<file path="src/rtl/load_store_unit.sv">
// Load/store unit: one word-wide data-memory transaction per start, with byte-lane
// steering, store replication, alignment/legality checks and a bounded memory wait.
module load_store_unit #(
  parameter int unsigned WIDTH   = 32,
  parameter int unsigned TIMEOUT = 255
) (
  input  logic             clk,
  input  logic             rst,
  input  logic             start,
  input  logic             is_store,
  input  logic [2:0]       funct3,
  input  logic [WIDTH-1:0] addr,
  input  logic [WIDTH-1:0] rs2_data,
  output logic             busy,
  output logic             done,
  output logic             fault,
  output logic [WIDTH-1:0] load_data,
  output logic             mem_req,
  output logic             mem_we,
  output logic [WIDTH-1:0] mem_addr,
  output logic [WIDTH-1:0] mem_wdata,
  output logic [3:0]       mem_wmask,
  input  logic [WIDTH-1:0] mem_rdata,
  input  logic             mem_ready
);

  typedef enum logic [1:0] {StIdle, StReq, StDone} state_e;

  state_e      state_q;
  logic [2:0]  f3_q;      // funct3 of the access in flight, selects load extension
  logic [1:0]  lo_q;      // byte offset within the word
  logic [31:0] wd_cnt_q;  // REQ cycles spent without mem_ready

  logic        access_ok;
  logic [31:0] st_wdata;
  logic [3:0]  st_wmask;
  logic [7:0]  ld_byte;
  logic [15:0] ld_half;
  logic [31:0] ld_ext;

  // Legality and alignment of the access presented with start.
  always_comb begin
    logic legal;
    logic aligned;
    if (is_store) begin
      legal = (funct3 == 3'b000) || (funct3 == 3'b001) || (funct3 == 3'b010);
    end else begin
      legal = (funct3 == 3'b000) || (funct3 == 3'b001) || (funct3 == 3'b010) ||
              (funct3 == 3'b100) || (funct3 == 3'b101);
    end
    // funct3[1:0] encodes size for every legal code (LBU/LHU share it with LB/LH)
    case (funct3[1:0])
      2'b00:   aligned = 1'b1;
      2'b01:   aligned = ~addr[0];
      2'b10:   aligned = (addr[1:0] == 2'b00);
      default: aligned = 1'b0;
    endcase
    access_ok = legal && aligned;
  end

  // Store data replication and byte-lane write enables.
  always_comb begin
    st_wdata = rs2_data;
    st_wmask = 4'b1111;
    case (funct3[1:0])
      2'b00: begin
        st_wdata = {4{rs2_data[7:0]}};
        st_wmask = 4'b0001 << addr[1:0];
      end
      2'b01: begin
        st_wdata = {2{rs2_data[15:0]}};
        st_wmask = addr[1] ? 4'b1100 : 4'b0011;
      end
      default: begin
        st_wdata = rs2_data;
        st_wmask = 4'b1111;
      end
    endcase
  end

  // Lane extraction and sign/zero extension of the returned word.
  always_comb begin
    case (lo_q)
      2'b00:   ld_byte = mem_rdata[7:0];
      2'b01:   ld_byte = mem_rdata[15:8];
      2'b10:   ld_byte = mem_rdata[23:16];
      default: ld_byte = mem_rdata[31:24];
    endcase
    ld_half = lo_q[1] ? mem_rdata[31:16] : mem_rdata[15:0];
    case (f3_q)
      3'b000:  ld_ext = {{24{ld_byte[7]}}, ld_byte};
      3'b001:  ld_ext = {{16{ld_half[15]}}, ld_half};
      3'b100:  ld_ext = {24'd0, ld_byte};
      3'b101:  ld_ext = {16'd0, ld_half};
      default: ld_ext = mem_rdata;
    endcase
  end

  // Control FSM; every output is a register updated here.
  always_ff @(posedge clk) begin
    if (rst) begin
      state_q   <= StIdle;
      f3_q      <= 3'b000;
      lo_q      <= 2'b00;
      wd_cnt_q  <= 32'd0;
      busy      <= 1'b0;
      done      <= 1'b0;
      fault     <= 1'b0;
      load_data <= '0;
      mem_req   <= 1'b0;
      mem_we    <= 1'b0;
      mem_addr  <= '0;
      mem_wdata <= '0;
      mem_wmask <= 4'b0000;
    end else begin
      case (state_q)
        StIdle: begin
          if (start) begin
            f3_q <= funct3;
            lo_q <= addr[1:0];
            busy <= 1'b1;
            if (access_ok) begin
              state_q   <= StReq;
              wd_cnt_q  <= 32'd0;
              mem_req   <= 1'b1;
              mem_we    <= is_store;
              mem_addr  <= {addr[31:2], 2'b00};
              mem_wdata <= is_store ? st_wdata : 32'd0;
              mem_wmask <= is_store ? st_wmask : 4'b0000;
            end else begin
              // Rejected before touching memory
              state_q <= StDone;
              done    <= 1'b1;
              fault   <= 1'b1;
            end
          end
        end
        StReq: begin
          if (mem_ready) begin
            state_q   <= StDone;
            done      <= 1'b1;
            fault     <= 1'b0;
            mem_req   <= 1'b0;
            mem_we    <= 1'b0;
            mem_wmask <= 4'b0000;
            if (!mem_we) begin
              load_data <= ld_ext;
            end
          end else if ((TIMEOUT != 0) && (wd_cnt_q == TIMEOUT - 1)) begin
            // Memory never answered; abort with load_data untouched
            state_q   <= StDone;
            done      <= 1'b1;
            fault     <= 1'b1;
            mem_req   <= 1'b0;
            mem_we    <= 1'b0;
            mem_wmask <= 4'b0000;
          end else begin
            wd_cnt_q <= wd_cnt_q + 32'd1;
          end
        end
        StDone: begin
          state_q <= StIdle;
          done    <= 1'b0;
          fault   <= 1'b0;
          busy    <= 1'b0;
        end
        default: begin
          state_q <= StIdle;
        end
      endcase
    end
  end

endmodule
</file>
<file path="config.mk">
export PLATFORM = sky130hd
export DESIGN_NAME = load_store_unit
export DESIGN_NICKNAME = d
export VERILOG_FILES = /design/src/rtl/load_store_unit.sv
export SDC_FILE = /design/constraint.sdc
export NUM_CORES = 1
export LEC_CHECK = 0
export BUFFER_PORTS_ARGS = -buffer_cell sky130_fd_sc_hd__buf_2
export CAP_MARGIN = 25
export CORE_ASPECT_RATIO = 0.75
export CORE_MARGIN = 2
export CORE_UTILIZATION = 45
export CTS_CLUSTER_SIZE = 12
export DETAILED_ROUTE_END_ITERATION = 6
export HOLD_SLACK_MARGIN = 0.03
export PLACE_DENSITY = 0.83
export RECOVER_POWER = 25
export SLEW_MARGIN = 20
export SYNTH_ARGS = -nofsm -noshare
export SYNTH_HDL_FRONTEND = slang
export SYNTH_SLANG_ARGS = --single-unit
</file>
<file path="constraint.sdc">
create_clock -name clk -period 5 [get_ports clk]
set_input_delay 0.25 -clock clk [delete_from_list [all_inputs] [get_ports clk]]
set_output_delay 0.25 -clock clk [all_outputs]
set_load 0.01 [all_outputs]
</file>
## After elaboration in Yosys (flattened, before gate mapping)

Index checks and enable logic that the tools add are counted.

| storage, ports and cells | value |
|---|---|
| register bits after elaboration | 142 |
| word-level logic and storage cells | 101 |

| cells by class | value |
|---|---|
| $add $sub $neg | 1 |
| eq/ne operators | 20 |
| shifts and indexed selects | 1 |
| mux-type cells | 42 |
| bitwise logic cells | 2 |
| reductions and logical operators | 22 |

Operators by type and width:

| cell | number |
|---|---|
| 2-to-1 mux 32 bit | 5 |
| one-hot mux 32 bit (2 select lines) | 2 |
| one-hot mux 32 bit (4 select lines) | 1 |
| adder 32 x 1 -> 32 bit, second input constant | 1 |
| == test 32 x 8 -> 1 bit, second input constant | 1 |
| 2-to-1 mux 4 bit | 6 |
| one-hot mux 8 bit (3 select lines) | 1 |
| 2-to-1 mux 16 bit | 1 |
| one-hot mux 4 bit (2 select lines) | 2 |
| 2-to-1 mux 1 bit | 13 |
| == test 3 bit, second input constant | 4 |
| != test 2 bit, second input constant | 5 |
| one-hot mux 1 bit (3 select lines) | 3 |
| zero test 2 bit | 4 |
| 2-to-1 mux 2 bit | 4 |
| AND reduction 4 bit | 2 |
| == test 2 x 1 -> 1 bit, second input constant | 3 |
| == test 2 bit, second input constant | 3 |
| == test 3 x 1 -> 1 bit, second input constant | 2 |
| zero test 3 bit | 2 |
| one-hot mux 1 bit (2 select lines) | 3 |
| AND reduction 2 bit | 3 |
| AND reduction 3 bit | 2 |
| AND reduction 5 bit | 1 |
| other kinds (9) | 14 |

## Logic depth before layout (Yosys ltp)

| depth | value |
|---|---|
| depth in word-level cells | 10 |
| depth in mapped cells | 9 |
| gate-level depth less buffers | 7 |

## Worst setup path before layout

No wires, ideal clock.

| timing path | value |
|---|---|
| path type | reg2reg |
| start point | register state_q[1] |
| end point | register wd_cnt_q[10] |
| setup time | 70 ps |
| arrival time | 1958 ps |
| slack | 2972 ps |
| cell stages (with the launch flop) | 9 |
| path buffers | 1 |
| period minus slack after synthesis | 2028 ps |
| path through | dfxtp_1 inv_1 ha_1 nand2_1 nor3b_4 nand2_4 buf_6 or4_1 a21oi_1 |

| between the ends | value |
|---|---|
| longest elaborated chain between the ends | 3 |
| elaborated cells between the ends (all ways) | 9 |
| those cells by class | 5 x eq/ne; 1 x mux; 3 x reduce/logical |

RTL lines:

| what | line | source |
|---|---|---|
| start: declaration | 29 | `state_e state_q;` |
| start signal: assignment | 102 | `state_q <= StIdle;` |
| start signal: assignment | 123 | `state_q <= StReq;` |
| start signal: assignment | 132 | `state_q <= StDone;` |
| == test 2 x 1 -> 1 bit / zero test 2 bit (equally long branches) | 116 | `case (state_q)` |
| != test 2 bit (no line) / nonzero test 2 bit (equally long branches) | n/a |  |
| AND reduction 5 bit (no line) | n/a |  |
| end signal: assignment | 158 | `wd_cnt_q <= wd_cnt_q + 32'd1;` |
| end: declaration | 32 | `logic [31:0] wd_cnt_q;` |

Several ways; a longest one is shown, not always the timed one.
A chain may end at the register's enable or synchronous reset.

## Worst setup path in the final report

| timing path | value |
|---|---|
| start point | register state_q[1] |
| end point | register mem_we |

| between the ends | value |
|---|---|
| longest elaborated chain between the ends | 3 |
| elaborated cells between the ends (all ways) | 8 |
| those cells by class | 4 x eq/ne; 1 x mux; 3 x reduce/logical |

RTL lines:

| what | line | source |
|---|---|---|
| == test 2 x 1 -> 1 bit / zero test 2 bit (equally long branches) | 116 |  |
| != test 3 bit (no line), or another cell as far along | n/a |  |
| AND reduction 4 bit (no line) | n/a |  |
| end signal: assignment | 126 | `mem_we <= is_store;` |
| end: declaration | 19 | `output logic mem_we,` |

Several ways; a longest one is shown, not always the timed one.

==> results.yml <==
detailed_routing:
  detail_route.wirelength_um: 19300
  drc_errors: 0
  ant_nets_after_route: 0
  route.vias.total: 6738
  routed_via_density: 5.59
  dr.pass1.iters: 5
  detail_route.iter0.violations: 443
  avgRoutedWirePerCell_um: 16.0
clock_network:
  cts_num_sinks: 142
  post_cts_resized: 0
  ctsLongestPathBuffers: 2
  cts_setup_buffers: 0
  cts_tree: "yes"
  path_clk_slew_ns: 0.06
  root_buffer: "sky130_fd_sc_hd__clkbuf_16"
  numCtsBuffers: 17
  hold_buffers: 0
  htree_num_levels: 4
  clock_insertion_delay_worst_skew_ns: 0.41
grt:
  globalRouteOverflowTotal: 0
  global_route_usage_over_all_layers_pct: 24.4
  grt_antenna_before_repair: 2
  pin_count_of_the_biggest_net_entering_global_routing: 81
  grt_pass1_wl_um: 30700
  grt_pass1_vias: 6082
power_and_ir_drop:
  p_int_mw: 2.11
  power_frac_clock_pct: 45.4
  p_comb_share_pct: 12.7
  netSwitchingPower_mw: 0.762
  leakagePower_nw: 3.03
  vdd_ir_drop_max_mv: 0.240
  power.share.sequential_pct: 41.8
  power_per_cell_area_nw_per_um2: 346
  sw_ratio_pct: 26.5
logic_synthesis:
  synth-seq-area-share_pct: 42.5
  synth.yosys.warnings: 0
  synth_async_sr_flop_share_pct: 0
  synth-main-ff-cell: "sky130_fd_sc_hd__dfxtp_1"
  post_synth_main_area_contributors: "sky130_fd_sc_hd__dfxtp_1, sky130_fd_sc_hd__a21oi_1, sky130_fd_sc_hd__nand2_1, sky130_fd_sc_hd__mux2_2, sky130_fd_sc_hd__nand3_1"
  mappedNetlistArea_um2: 6700
  synth_cells: 824
  cell_type_with_the_largest_total_area_after_synthesis: "sky130_fd_sc_hd__dfxtp_1"
  ys_seq_elements: 142
  synth_edf_count: 0
  synthDominantCellAreaShare_pct: 42.5
  syn-mean-instance-area_um2: 8.13
  synthDistinctLibCells: 56
  yosysMostFrequentCell: "sky130_fd_sc_hd__dfxtp_1"
  netlist_top_cells_count: "sky130_fd_sc_hd__dfxtp_1, sky130_fd_sc_hd__nand2_1, sky130_fd_sc_hd__a21oi_1"
floorplanning:
  starting_density_of_the_core_pct: 46.2
  overall_die_area_um2: 15900
  die-height_um: 110
  boundaryPins: 209
  design.core.area_um2: 14500
  die-width_um: 145
  std_cell_rows: 38
worst_hold_path:
  worstHoldStart: "addr[27]"
  holdPathStages: 3
  hold_class: "in -> reg"
setup_path:
  timing.critical_path.from_type: "flip-flop"
  required_ns: 5.36
  crit_fanout: 70
  crit-reg2reg-launch: "state_q[1]"
  setup.worst_path.class: "reg -> reg"
  setup.worst_path.start: "state_q[1]"
  ff2ff_path_depth: 8
  crit_arrival_ns: 3.26
  worst_setup_path_end_kind: "flip-flop"
placement:
  gp_routability_congestion: 0.888
  port_buffers: 206
  dpl.hpwl_um: 13400
  dpl_cell_area_um2: 7770
timing:
  whs_ns: 0.0718
  final_hold_viol_count: 0
  peak_clock_frequency_supported_by_timing_ghz: 0.345
  min_period_ns: 2.90
  final-setup-viol-count: 0
  worst_pin_slew_ns: 0.966
  fin_worst_skew_ns: 0.00856
  setup_repair_after_global_routing_missed_its_margin: "no"
  finalSetupTns_ns: 0
  finalCritPeriodShare_pct: 58.0
  max-slew-margin-rel_pct: 35.4
  slew_viol_final: 0
final_layout:
  syn_to_final_growth_pct: 24.1
  nets: 1101
  post_route_cells_drive_above_1_share_pct: 21.8
  post-route-util_pct: 57.3
  final_area_um2: 8310
outcome:
  run_status: "completed"
run:
  cap_viol_max_count: 0
## sequential cells by signal, indices dropped and copies added, names as in the netlist
register,count
state_q,2
mem_addr,30
lo_q,2
mem_we,1
mem_wdata,32
busy,1
load_data,32
done,1
f3_q,3
fault,1
wd_cnt_q,32
mem_req,1
mem_wmask,4
## power by group through the flow
stage / registers (mW) / logic [mW] / clock network [mW]
6_report: 1.20 / 0.366 / 1.30
5_1_grt: 1.21 / 0.404 / 1.39
4_1_cts: 1.20 / 0.369 / 1.32
3_5_place_dp: 1.23 / 0.367 / 0
3_3_place_gp: 1.22 / 0.362 / 0
2_1_floorplan: 1.23 / 0.224 / 0
## stage by stage
step	power, mW	cells	setup slack [ns]
after floorplan	1.46	825	2.97
after global placement	1.59	1172	2.30
after detailed placement	1.59	1172	2.12
after CTS	2.90	1204	2.10
after global routing	3.00	1206	1.81
final	2.87	1206	2.10
## cell type report
class,count,area [µm²]
fillers,1332,6190
multi-input cells,608,3560
flip-flops and latches,142,2840
repair buffers,212,1000
clock buffers,20,447
well taps,200,250
clock inverters,12,161
inverters,11,41.3
diodes,1,2.50
## per-layer routing
layer / GRT usage [%] / up-vias / wire length, µm
met5: 0 / - / 13
met4: 8.67 / 2 / 280
met3: 7.88 / 25 / 1860
met2: 37.2 / 301 / 8540
met1: 32.7 / 3130 / 8580
li1: - / 3280 / -
## layout by cell type (no fill, tap or decap), types with 13 or more instances in the layout
| cell type | n |
|---|---|
| sky130_fd_sc_hd__o21ai_0 | 25 |
| sky130_fd_sc_hd__a211oi_1 | 32 |
| sky130_fd_sc_hd__clkbuf_16 | 17 |
| sky130_fd_sc_hd__o31ai_1 | 16 |
| sky130_fd_sc_hd__nand2b_1 | 13 |
| sky130_fd_sc_hd__dfxtp_1 | 142 |
| sky130_fd_sc_hd__or4_1 | 17 |
| sky130_fd_sc_hd__nand3_1 | 51 |
| sky130_fd_sc_hd__nor2_1 | 42 |
| sky130_fd_sc_hd__clkbuf_1 | 63 |
| sky130_fd_sc_hd__mux2_2 | 24 |
| sky130_fd_sc_hd__nand2_1 | 139 |
| sky130_fd_sc_hd__buf_2 | 144 |
| sky130_fd_sc_hd__a21oi_1 | 120 |
## logic make-up (layout without fill, tap and decap cells)
family          count (synthesis)  count (layout)  synth area share (%)
mux                            31              31                  5.27
other cells                     1               3                0.0560
fa+ha+maj                       5               5                 0.934
flops                         142             142                  42.5
simple gates                  349             349                  26.7
buf+inv                        75             255                  4.78
xor+xnor                        6               6                 0.785
compound gates                215             215                  19.0
## worst max-delay path: stages, from the launching register on
cell                       delay (ns)
sky130_fd_sc_hd__dfxtp_1         0.36
sky130_fd_sc_hd__inv_1           0.07
sky130_fd_sc_hd__ha_1            0.33
sky130_fd_sc_hd__nand2_1         0.36
sky130_fd_sc_hd__o21bai_4        0.21
sky130_fd_sc_hd__buf_4           0.58
sky130_fd_sc_hd__o21ai_0         0.20
sky130_fd_sc_hd__a21oi_1         0.51
sky130_fd_sc_hd__a22o_1          0.23
## final timing paths
check | slack [ns] | end
max | 2.10 | mem_we
max reg2reg | 2.10 | mem_we
min reg2reg | 0.45 | mem_req
min | 0.07 | mem_addr[27]
Power figures use the tool's default switching activity.
